### config.mk
export PLATFORM = sky130hd
export DESIGN_NAME = morse_rx_deserializer
export DESIGN_NICKNAME = d
export VERILOG_FILES = /design/src/rtl/morse_rx_deserializer_pkg.sv /design/src/rtl/morse_rx_deserializer_sincronizador.sv /design/src/rtl/morse_rx_deserializer.sv
export SDC_FILE = /design/constraint.sdc
export NUM_CORES = 1
export LEC_CHECK = 0
export ABC_AREA = 1
export BUFFER_PORTS_ARGS = -buffer_cell sky130_fd_sc_hd__buf_4
export CAP_MARGIN = 0
export CORE_UTILIZATION = 58
export CTS_BUF_LIST = sky130_fd_sc_hd__clkbuf_8 sky130_fd_sc_hd__clkbuf_16
export DETAILED_ROUTE_END_ITERATION = 16
export PLACE_DENSITY_LB_ADDON = 0.12
export RECOVER_POWER = 50
export SYNTH_ARGS = -nofsm -noshare
export SYNTH_HDL_FRONTEND = slang
export SYNTH_SLANG_ARGS = --single-unit
### constraint.sdc
create_clock -name clk -period 2.2 [get_ports clk]
set_input_delay 0.11 -clock clk [delete_from_list [all_inputs] [get_ports clk]]
set_output_delay 0.11 -clock clk [all_outputs]
set_load 0.005 [all_outputs]
### src/rtl/morse_rx_deserializer_pkg.sv
// morse_rx_deserializer_pkg: Morse timing constants and receiver state encoding shared by both ends of the link
// Thresholds are multiples of the time unit U (clock cycles per unit):
//   dash if mark >= MULT_RAYA*U, letter gap at MULT_LETRA*U, word gap at MULT_PALABRA*U,
//   mark counter saturates at MULT_SAT*U.
package morse_rx_deserializer_pkg;

   localparam int MULT_RAYA    = 2;
   localparam int MULT_LETRA   = 3;
   localparam int MULT_PALABRA = 7;
   localparam int MULT_SAT     = 4;

   localparam int MAX_ELEM = 5;

   localparam logic ELEM_PUNTO = 1'b0;
   localparam logic ELEM_RAYA  = 1'b1;

   typedef enum logic [1:0] {
      IDLE,
      MARCA,
      ESPACIO,
      ESPERA_PALABRA
   } estado_t;

endpackage

### src/rtl/morse_rx_deserializer_sincronizador.sv
// sincronizador: two-flop synchronizer for the asynchronous keyed line
// Ports: clk clock, rst_n sync active-low reset, d_i async input, q_o synchronized output
module sincronizador (
   input  logic clk,
   input  logic rst_n,
   input  logic d_i,
   output logic q_o
);

   logic [1:0] ff_q;

   always_ff @(posedge clk) ff_q <= !rst_n ? 2'b00 : {ff_q[0], d_i};

   assign q_o = ff_q[1];

endmodule

### src/rtl/morse_rx_deserializer.sv
// morse_rx_deserializer: decodes a keyed Morse line into packed dot/dash symbols
// Ports: clk clock; rst_n sync active-low reset; entrada_morse async line (1 = mark);
//        simbolo elements (bit k = element k, 1 = dash); longitud element count 1..5;
//        valido new-symbol pulse; espacio_palabra word-gap pulse; error overflow-discard pulse
module morse_rx_deserializer
   import morse_rx_deserializer_pkg::*;
#(
   parameter int CLKS_PER_UNIT = 4
) (
   input  logic       clk,
   input  logic       rst_n,
   input  logic       entrada_morse,
   output logic [4:0] simbolo,
   output logic [2:0] longitud,
   output logic       valido,
   output logic       espacio_palabra,
   output logic       error
);

   localparam int CW = $clog2(MULT_PALABRA * CLKS_PER_UNIT + 1);

   localparam logic [CW-1:0] UNO       = CW'(1);
   localparam logic [CW-1:0] T_RAYA    = CW'(MULT_RAYA * CLKS_PER_UNIT);
   localparam logic [CW-1:0] T_LETRA   = CW'(MULT_LETRA * CLKS_PER_UNIT);
   localparam logic [CW-1:0] T_PALABRA = CW'(MULT_PALABRA * CLKS_PER_UNIT);
   localparam logic [CW-1:0] T_SAT     = CW'(MULT_SAT * CLKS_PER_UNIT);
   localparam logic [2:0]    LEN_MAX   = 3'(MAX_ELEM);

   logic          s;
   logic          elem;
   estado_t       estado_q;
   logic [CW-1:0] on_cnt_q;
   logic [CW-1:0] off_cnt_q;
   logic [2:0]    len_q;
   logic          ovf_q;
   logic [4:0]    work_q;
   logic [4:0]    simbolo_q;
   logic [2:0]    longitud_q;
   logic          valido_q;
   logic          espacio_q;
   logic          error_q;

   sincronizador u_sync (
      .clk  (clk),
      .rst_n(rst_n),
      .d_i  (entrada_morse),
      .q_o  (s)
   );

   assign elem = (on_cnt_q >= T_RAYA) ? ELEM_RAYA : ELEM_PUNTO;

   always_ff @(posedge clk) begin
      if (!rst_n) begin
         estado_q   <= IDLE;
         on_cnt_q   <= '0;
         off_cnt_q  <= '0;
         len_q      <= '0;
         ovf_q      <= 1'b0;
         work_q     <= '0;
         simbolo_q  <= '0;
         longitud_q <= '0;
         valido_q   <= 1'b0;
         espacio_q  <= 1'b0;
         error_q    <= 1'b0;
      end else begin
         valido_q  <= 1'b0;
         espacio_q <= 1'b0;
         error_q   <= 1'b0;
         case (estado_q)
            IDLE, ESPERA_PALABRA: begin
               if (s) begin
                  estado_q <= MARCA;
                  on_cnt_q <= UNO;
                  len_q    <= '0;
                  work_q   <= '0;
                  ovf_q    <= 1'b0;
               end else if (estado_q == ESPERA_PALABRA) begin
                  if (off_cnt_q == T_PALABRA) begin
                     espacio_q <= 1'b1;
                     estado_q  <= IDLE;
                  end else begin
                     off_cnt_q <= off_cnt_q + UNO;
                  end
               end
            end
            MARCA: begin
               if (s) begin
                  if (on_cnt_q != T_SAT) on_cnt_q <= on_cnt_q + UNO;
               end else begin
                  if (len_q < LEN_MAX) begin
                     work_q <= work_q | (5'(elem) << len_q);
                     len_q  <= len_q + 3'd1;
                  end else begin
                     ovf_q <= 1'b1;
                  end
                  off_cnt_q <= UNO;
                  estado_q  <= ESPACIO;
               end
            end
            ESPACIO: begin
               // The letter-gap check wins over a new mark in the same cycle so
               // that a low of exactly 3*U closes the symbol.
               if (off_cnt_q == T_LETRA) begin
                  if (ovf_q) begin
                     error_q <= 1'b1;
                     ovf_q   <= 1'b0;
                  end else begin
                     valido_q   <= 1'b1;
                     simbolo_q  <= work_q;
                     longitud_q <= len_q;
                  end
                  off_cnt_q <= off_cnt_q + UNO;
                  estado_q  <= ESPERA_PALABRA;
               end else if (s) begin
                  estado_q <= MARCA;
                  on_cnt_q <= UNO;
               end else begin
                  off_cnt_q <= off_cnt_q + UNO;
               end
            end
            default: estado_q <= IDLE;
         endcase
      end
   end

   assign simbolo         = simbolo_q;
   assign longitud        = longitud_q;
   assign valido          = valido_q;
   assign espacio_palabra = espacio_q;
   assign error           = error_q;

endmodule

After elaboration in Yosys (flattened, before gate mapping)
Cells that the tools add are included. Widths: inputs -> output; s select.

Register bits: 34. Bits in latches: 0. RAM bits: 0. Memory bits (read-only): 0. Input bits: 3. Output and inout port bits: 11. Logic and storage cells: 91. Memories: 0.

Add/subtract/negate cells: 3. Multipliers: 0. Div/mod/pow operators: 0. $lt $le $gt $ge: 2. Equality and inequality tests: 21. Shift-type cells: 1. Multiplexer cells: 36. Bitwise operators: 5. Reduce and logical (&&, ||, !) cells: 11.

Operator list (count): $mux 5 (13); $pmux 5 s3 (2); $ne 2x2->1 const B (9); $mux 2 (6); $reduce_and 4->1 (3); $add 5x1->5 const B (2); $pmux 5 s2 (1); $mux 3 (3); $ne 3x2->1 const B (3); $reduce_and 3->1 (3); $mux 1 (8); $pmux 2 s3 (1); $pmux 3 s2 (1); $eq 5x4->1 const B (1); $eq 5x5->1 const B (1); $ge 5x4->1 const B (1); $ne 5x5->1 const B (1); $or 5x5->5 (1); $reduce_and 5->1 (1); $shl 1x3->5 (1); $eq 2x2->1 const B (2); $ne 2x1->1 const B (2); $not 1->1 (4); $reduce_or 4->1 (1); other kinds (8) (8).

Logic depth before layout (Yosys ltp)
Gate-level depths: netlist of the first run.

Word-level depth: 7. Mapped depth: 10. Mapped depth without buffers: 10.

Cells and area by module
From an unflattened synthesis of the first run, not the netlist that was laid out.

Cell total of the unflattened synthesis: 237. Area, all modules: 1769.2 µm².

By module, submodules not included: morse_rx_deserializer (instances 1, cells each 231, area each 1714.1 µm²); sincronizador (instances 1, cells each 6, area each 55.1 µm²).

Least setup slack after synthesis of the first run
OpenSTA, ideal clock, no wires.

Path kind: register to register. Start point: register estado_q[0]. End point: register len_q[0]. Arrival: 1.433 ns. Data required time: 2.080 ns. Setup slack: 0.648 ns. Cell stages (with the launch flop): 8. Period minus slack after synthesis: 1.552 ns. Cell sequence: dfxtp_1 > inv_1 > ha_1 > or2_4 > o21ai_4 > inv_2 > o21ai_1 > a21oi_1.

Longest elaborated chain between the ends: 4. Elaborated cells between the ends (all ways): 10. Classes of those cells: eq/ne: 5; mux: 1; reduce/logical: 4.

RTL lines: from (decl) (RTL line morse_rx_deserializer.sv:31) `estado_t estado_q;`; from (signal assigned) (RTL line morse_rx_deserializer.sv:54) `estado_q <= IDLE;`; from (signal assigned) (RTL line morse_rx_deserializer.sv:72) `estado_q <= MARCA;`; from (signal assigned) (RTL line morse_rx_deserializer.sv:80) `estado_q <= IDLE;`; $eq 2x2->1 / $logic_not 2->1 (equally long branches) (RTL line morse_rx_deserializer.sv:69) `case (estado_q)`; $reduce_or 2->1 (RTL line morse_rx_deserializer.sv:69); $ne 2x1->1 (no source line) / $reduce_bool 2->1 (equally long branches); $reduce_and 4->1 (no source line); to (signal assigned) (RTL line morse_rx_deserializer.sv:92) `len_q <= len_q + 3'd1;`; to (decl) (RTL line morse_rx_deserializer.sv:34) `logic [2:0] len_q;`.

Several ways; a longest one is shown, not always the timed one. A chain may end at the register's enable or synchronous reset.

Final worst setup path of the first run
Same ends and word-level chain as after synthesis.

==> results of run 1 <==
report_power, final:
part | total [uW] | internal (uW) | leakage [uW] | switching (uW)
Combinational | 110 | 34.7 | 0.000458 | 75.6
Sequential | 647 | 631 | 0.000275 | 16.0
Clock | 411 | 208 | 0.0000466 | 203
Total | 1170 | 874 | 0.000780 | 295
worst max-delay path: stages, from the launching register on:
cell     delay (ns)
dfxtp_1        0.40
inv_1          0.11
ha_1           0.39
or2_0          0.31
o21ai_4        0.22
inv_2          0.07
o21ai_1        0.08
a21oi_1        0.05
area by class of cell:
cell class,count,area (um^2)
clock inverter,2,7.507
tap,31,38.79
sequential,34,680.7
timing repair buffer,13,93.84
multi-input combinational,165,863.3
clock buffer,5,68.82
fill,265,890.9
inverter,30,113.9
metrics by stage:
stage               instances  hold WS (ns)  util (%)  area [um^2]
finish                    280      0.007330     67.70         1867
global route              280       0.04009     67.70         1867
CTS                       280      0.003908     68.28         1883
detailed placement        273        0.2988     65.52         1807
global placement          273        0.2924     65.52         1807
floorplan                 233        0.2076         -         1694
worst paths after layout:
check / start / cells after the start / to / slack [ns]
hold / removal: entrada_morse / 3 / u_sync.ff_q[0] / 0.007
setup / recovery: estado_q[0] / 7 / len_q[0] / 0.45
hold reg to reg: u_sync.ff_q[0] / 2 / u_sync.ff_q[1] / 0.41
setup reg to reg: estado_q[0] / 7 / len_q[0] / 0.45
cells in the final DEF (no fill, tap or decap):
cell      count
a21boi_0      1
a21oi_1      24
buf_4         1
clkbuf_1      1
clkbuf_4     11
clkbuf_8      5
clkinv_2      1
dfxtp_1      34
ha_1         11
inv_1        29
inv_2         2
nand2_1      49
nand3_1      20
nand3_2       1
nand4_1       6
nor2_1       29
nor2_2        2
nor3_1        4
o21ai_0       6
o21ai_1       4
o21ai_2       2
o21ai_4       1
or2_0         1
xnor2_1       1
xor2_1        3
flip-flops by register name, indices dropped and copies added, names as in the netlist:
register,cells
error,1
espacio_palabra,1
estado_q,2
len_q,3
longitud,3
off_cnt_q,5
on_cnt_q,5
ovf_q,1
simbolo,5
u_sync.ff_q,2
valido,1
work_q,5
cell families (layout without fill, tap and decap cells):
kind of cell	count (synthesis)	count (layout)	share of synthesized area, %
and+or+nand+nor	112	112	29.03
AOI/OAI and AO/OA	38	38	12.48
DFF	34	34	40.18
buffers and inverters	34	50	8.124
adders and majority gates	11	11	8.124
xor gates and xnor gates	4	4	2.068
routing by layer:
metal,global-route usage (%),vias up
met3,6.977,6
met5,0,-
met4,10.45,0
met2,36.22,41
met1,28.13,672
li1,-,780
==> flow_metrics.tcl, run 1 <==
set metrics [dict create \
    status "completed" \
    gp_congestion 0.8394 \
    die_y_um 56.05 \
    antenna_cells 0 \
    routed.top_layer "met4" \
    initial_core_util_pct 61.43 \
    insertion_delay_ns 0.28 \
    ys_async_sr_fraction_pct 0 \
    vdd_ir_drop_max_uv 665.0 \
    grt_usage_pct 22.75 \
    ys_types 25 \
    final_layout_size_suffix_gt1_share_pct 10.44 \
    synth.top_cell.area_share_pct 40.18 \
    hold_buffers 0 \
    fp.dieW_um 56.05 \
    worstMarginPinSlew_ns 0.6395 \
    grt_pass1_vias 1307 \
    drt-total-wl_um 3144 \
    cts_buffers 5 \
    syn_to_final_growth_pct 10.19 \
    path_clk_slew_ns 0.06 \
    syn-mean-instance-area_um2 7.271 \
    grt_max_degree 16 \
    grt_overflow 0 \
    pre_cts_ws_ns 0.4889 \
    cp-end-kind "flip-flop" \
    htreeDepth 2 \
    post_cts_buffers 0 \
    route.met2.wl_um 1474 \
    dr_wl_met3_um 151 \
    dieArea_um2 3141 \
    synth.most_common_cell "nand2_1" \
    hold_viol 0 \
    setup_viol 0 \
    yosysSeqAreaShare_pct 40.18 \
    dr.pass1.iters 4 \
    clock-sinks 34 \
    syn-num-nets 247 \
    synth_commonest_cells "nand2_1, dfxtp_1, nor2_1" \
    rsz0062_at_grt "false" \
    root_buffer "clkbuf_8" \
    p_leak_uw 0.0007802 \
    dp_hpwl_um 2296 \
    path_class "reg -> reg" \
    clk_path_buf_depth 2 \
    start_kind "flip-flop" \
    first_iter_violations 37 \
    routedWlPerCell_um 11.23 \
    ys_top_cells_by_area "dfxtp_1, nand2_1, ha_1" \
    synth_edf_count 0 \
    final_antenna_net_count 0 \
    fin_worst_skew_ns 0.005016 \
    syn_area_um2 1694 \
    slew_headroom_pct 57.37 \
    rows 19 \
    cts_resized 0 \
    clock.fmax_mhz 572.5 \
    cts_tree "done" \
    crit_fanout 7 \
    core-area_um2 2758 \
    maxCapViolCount 0 \
    antenna_found_initial 0 \
    ys_ff_latch 34 \
    power_uw 1169 \
    io_pins 14 \
    io_buffers 13 \
    drt-met1-wl_um 1455 \
    post-synth-top-area-cell "dfxtp_1" \
    drc_errors 0 \
    power.density_nw_per_um2 626.3 \
    setup_ws_ns 0.4532 \
    yosysWarnings 0 \
    hold_path.class "in -> reg" \
    grt_pass1_wl_um 5526 \
    min_period_over_period_pct 79.40 \
    tns_ns 0 \
    num_vias 1499 \
    post-route-min-period_ns 1.747 \
    vias_per_cell 5.354 \
    netlist_instances 233 \
    final_nets 263 \
    cp_data_required_time_ns 2.37 \
    ys.flop_type "dfxtp_1" \
    final_max_slew_viol_count 0 \
    crit_arrival_ns 1.92 \
]
No activity file was read; power rests on OpenSTA's default activity.
==> run 2: changes to the inputs <==
CORE_UTILIZATION = 52   (was 58)
clock period = 1.55 ns   (was 2.2 ns; I/O delays follow)
==> run 2 against run 1 <==
Effect of this change: via count up 2.5%; clock power up 60%; final area up 12%; wire length up 6.3%; worst setup slack worse by 0.41 ns; final cell count up 11%; die area up 11%; sequential power up 41%; largest power group unchanged; highest routed layer unchanged.
==> flow_metrics.tcl, run 2 (synthesis gave the netlist of run 1 again) <==
set metrics [dict create \
    hold_viol 0 \
    dieArea_um2 3490 \
    initial_core_util_pct 55.04 \
    clock_power_share_pct 36.9 \
    final_util_pct 68.05 \
    insertion_delay_ns 0.29 \
    vias_per_cell 4.942 \
    io_buffers 13 \
    cp_data_required_time_ns 1.78 \
    die_y_um 59.08 \
    first_iter_violations 34 \
    rows 20 \
    clk_path_buf_depth 2 \
    grt_usage_pct 20.92 \
    fp.dieW_um 59.08 \
    crit_arrival_ns 1.73 \
    grt_overflow 0 \
    layout_common_cells "nand2_1, dfxtp_1, inv_1, nor2_1, a21oi_1" \
    path_clk_slew_ns 0.07 \
    holdWs_ns 0.1066 \
    gp_congestion 0.8732 \
    cts_buffers 5 \
    syn_to_final_growth_pct 23.63 \
    clock.fmax_mhz 664.3 \
    routedWlPerCell_um 10.75 \
    crit_fanout 6 \
    slew_headroom_pct 67.90 \
    antenna_found_initial 0 \
    antenna_cells 0 \
    setup_viol 0 \
    cts_tree "done" \
    drc_errors 0 \
    grt_max_degree 16 \
    num_vias 1537 \
    seqPwrFrac_pct 51.2 \
    clock-sinks 34 \
    p_sw_share_pct 25.37 \
    fin_worst_skew_ns 0.007467 \
    final_max_slew_viol_count 0 \
    maxCapViolCount 0 \
    p_int_uw 1327 \
    min_period_over_period_pct 97.12 \
    grt_pass1_wl_um 5368 \
    vdd_ir_drop_max_uv 436.1 \
    status "completed" \
    final_layout_size_suffix_gt1_share_pct 20.60 \
    mostFrequentLayoutCell "nand2_1" \
    htreeDepth 2 \
    io_pins 14 \
    post-route-min-period_ns 1.505 \
    p_leak_uw 0.0008730 \
    drt-total-wl_um 3342 \
    worstMarginPinSlew_ns 0.4810 \
    hold_path.class "in -> reg" \
    path_class "reg -> reg" \
    dr.pass1.iters 4 \
    power.density_nw_per_um2 849.1 \
    dp_hpwl_um 2401 \
    power_switching_uw 451.3 \
    power_frac_comb_pct 11.9 \
    final_antenna_net_count 0 \
    start_kind "flip-flop" \
    core-area_um2 3078 \
    grt_pass1_vias 1258 \
    cp-end-kind "flip-flop" \
    final_nets 280 \
    root_buffer "clkbuf_8" \
]
## run 2: cell types whose count changed in the layout (fill, tap and decap cells not counted), sizes merged
| cell | previous run | this run |
|---|---|---|
| buf | 1 | 15 |
| clkbuf | 17 | 19 |
| clkinv | 1 | 2 |
| dlygate4sd3 | 0 | 1 |
| inv | 31 | 30 |
| nand3 | 21 | 22 |
## run 2: power groups by stage
stage               logic [uW]  clock network [uW]  registers (uW)
CTS                        201                 675             911
detailed placement         195                   0             931
global route               238                 710             914
finish                     211                 656             911
global placement           192                   0             930
floorplan                  135                   0             933
## run 2: worst paths after layout
check	from	to	slack, ns	depth (start not counted)
setup reg to reg	estado_q[0]	off_cnt_q[1]	0.04	9
hold / removal	rst_n	u_sync.ff_q[0]	0.11	3
hold reg to reg	u_sync.ff_q[0]	u_sync.ff_q[1]	0.41	2
setup / recovery	estado_q[0]	off_cnt_q[1]	0.04	9
## run 2: layout make-up
type / instances / area (um^2)
clock buffer: 6 / 82.58
clock inverter: 2 / 8.758
fill: 266 / 983.4
inverter: 30 / 113.9
multi-input combinational: 166 / 935.9
sequential: 34 / 685.7
tap: 44 / 55.05
timing repair buffer: 29 / 212.7
## run 2: worst max-delay path: stages (launching register included)
cell	delay, ns
dfxtp_4	0.37
inv_2	0.06
ha_4	0.29
o21ai_1	0.10
nor2_2	0.19
buf_4	0.15
nand3_4	0.07
nand2_1	0.08
nand2_1	0.05
nor2_1	0.09
## run 2: what timing repair did
item,4_1_cts,5_1_grt
gates cloned,1,0
endpoints found under the hold margin,1,0
pin swaps,1,4
setup endpoints to repair,8,17
resized for setup,3,10
hold buffers,1,0
buffers inserted,0,2
## run 2: per-stage QoR
step / TNS [ns] / total power [uW] / worst slack, ns / std cells / area, um^2
final: 0 / 1779 / 0.04462 / 311 / 2095
after global routing: -0.02360 / 1862 / -0.01800 / 311 / 2095
after CTS: 0 / 1787 / 0.02247 / 309 / 2049
after detailed placement: -0.1470 / 1126 / -0.06087 / 299 / 1933
after global placement: 0 / 1123 / 0.01654 / 299 / 1933
after floorplan: 0 / 1068 / 0.03507 / 233 / 1707
## run 2: routing by layer
layer / vias to the layer above / track usage, % / part of all wire (%)
met5: - / 0 / 0
met2: 25 / 33.93 / 46
met1: 684 / 25.48 / 49
li1: 821 / - / -
met3: 7 / 6.550 / 3.1
met4: 0 / 9.184 / 1.7
==> run 3: changes to the inputs <==
CORE_MARGIN = 2   (was default)
SETUP_SLACK_MARGIN = 0.05   (was default)
==> run 3 against run 2 <==
Effect of this change: clock skew down 0.0040 ns; via count increased by 3.5%; sequential share of layout area shrank 1.1 points; power is 11% higher; combinational power up 10%; die area grew 6.9%; global-route usage barely moved; final area rose by 3.8%; critical endpoint is now len_q[2]; critical path depth is 2 lower.
==> flow_metrics.tcl, run 3 (synthesis gave the netlist of run 1 again) <==
set metrics [dict create \
    antenna_found_initial 0 \
    drc_errors 0 \
    vdd_ir_drop_max_uv 546.7 \
    grt_max_degree 16 \
    clock-sinks 34 \
    post-route-min-period_ns 1.442 \
    pre_cts_ws_ns -0.01969 \
    maxCapViolCount 0 \
    htreeDepth 2 \
    crit_arrival_ns 1.64 \
    final_antenna_net_count 0 \
    vias_per_cell 5.099 \
    status "completed" \
    rsz0062_at_grt "true" \
    path_cells "inv_2 -> ha_4 -> buf_4 -> a21oi_1 -> nand3_1 -> nand2_1 -> nor2_1" \
    rows 20 \
    grt_usage_pct 20.94 \
    first_iter_violations 67 \
    mostFrequentLayoutCell "nand2_1" \
    routedWlPerCell_um 11.41 \
    layout_common_cells "nand2_1, dfxtp_1, nor2_1" \
    insertion_delay_ns 0.29 \
    gp_congestion 0.8799 \
    io_buffers 13 \
    fin_worst_skew_ns 0.003432 \
    path_clk_slew_ns 0.07 \
    hold_path.class "in -> reg" \
    antenna_cells 0 \
    dieArea_um2 3731 \
    fp.dieW_um 61.08 \
    min_period_over_period_pct 93.05 \
    final_layout_size_suffix_gt1_share_pct 25.75 \
    holdWs_ns 0.1000 \
    setup_ws_ns 0.1077 \
    io_pins 14 \
    p_leak_uw 0.0008806 \
    setup_viol 0 \
    num_vias 1591 \
    cpPeakStageDelay_ns 0.38 \
    multi_input_area_um2 973.4 \
    dp_hpwl_um 2431 \
    cp_data_required_time_ns 1.75 \
    slowest_stage "dfxtp_4" \
    syn_to_final_growth_pct 28.36 \
    path_class "reg -> reg" \
    place_area_um2 1946 \
    grt_pass1_wl_um 5740 \
    cts_buffers 5 \
    final_nets 281 \
    clock.fmax_mhz 693.3 \
    final.fill_count 270 \
    initial_core_util_pct 55.04 \
    clk_path_buf_depth 2 \
    hold_viol 0 \
    crit_fanout 5 \
    slew_headroom_pct 68.36 \
    cts_tree "done" \
    start_kind "flip-flop" \
    die_y_um 61.08 \
    worstMarginPinSlew_ns 0.4741 \
    core-area_um2 3078 \
    drt-total-wl_um 3560 \
    grt_pass1_vias 1366 \
    grt_overflow 0 \
    final_max_slew_viol_count 0 \
    dr.pass1.iters 4 \
    seq_area_um2 686.9 \
    cp-end-kind "flip-flop" \
    root_buffer "clkbuf_8" \
    r2r_slack_ns 0.11 \
    fin_area_um2 2175 \
    power.density_nw_per_um2 905.5 \
]
run 3: changes by cell type in the layout (fill, tap and decap cells not counted), moves of 2 or more:
cell        delta
nand2_2        +4
ha_1           -2
clkinvlp_4     +2
nand3_2        +2
inv_2          +2
inv_1          -3
clkinv_2       -2
nand2_1        -4
run 3: final timing paths:
check,startpoint,to,cells past startpoint
min reg2reg,u_sync.ff_q[0],u_sync.ff_q[1],2
max reg2reg,estado_q[0],len_q[2],7
min,rst_n,u_sync.ff_q[0],3
max,estado_q[0],len_q[2],7
run 3: layout make-up:
type,instances,area share (%)
sequential,34,31.59
clock buffer,5,3.165
timing repair buffer,30,10.59
inverter,30,5.293
multi-input combinational,166,44.76
tap,44,2.532
clock inverter,3,2.071
run 3: metrics by stage:
step	instances	setup TNS [ns]	utilization, %	total power (uW)
floorplan	233	0	-	1067
global placement	299	0	63.21	1121
detailed placement	299	-0.02090	63.21	1123
CTS	309	0	67.76	1952
global route	312	0	70.65	2051
finish	312	0	70.65	1969
run 3: what timing repair did:
item / 4_1_cts / 5_1_grt
setup endpoints to repair: 11 / 26
gates resized for setup: 4 / 24
endpoints found under the hold margin: 1 / 0
pin swaps: 1 / 8
buffers inserted: 0 / 3
hold buffers: 1 / 0
cloned: 1 / 0
run 3: metal layers:
metal / vias to the layer above / track usage (%) / wire (um)
li1: 820 / - / -
met1: 735 / 25.20 / 1704
met2: 28 / 35.11 / 1661
met3: 8 / 6.513 / 125
met4: 0 / 7.764 / 69
met5: - / 0 / 0
run 3: critical path, delay by kind of cell (launching register included):
| family | cells | cell delay [ns] |
|---|---|---|
| DFF | 1 | 0.38 |
| AOI/OAI and AO/OA | 1 | 0.29 |
| adders and majority gates | 1 | 0.24 |
| and+or+nand+nor | 3 | 0.22 |
| buffers and inverters | 2 | 0.21 |
run 3: report_power, final:
group | internal [uW] | switching (uW)
sequential | 895 | 17.5
combinational | 92.5 | 140
clock | 478 | 346
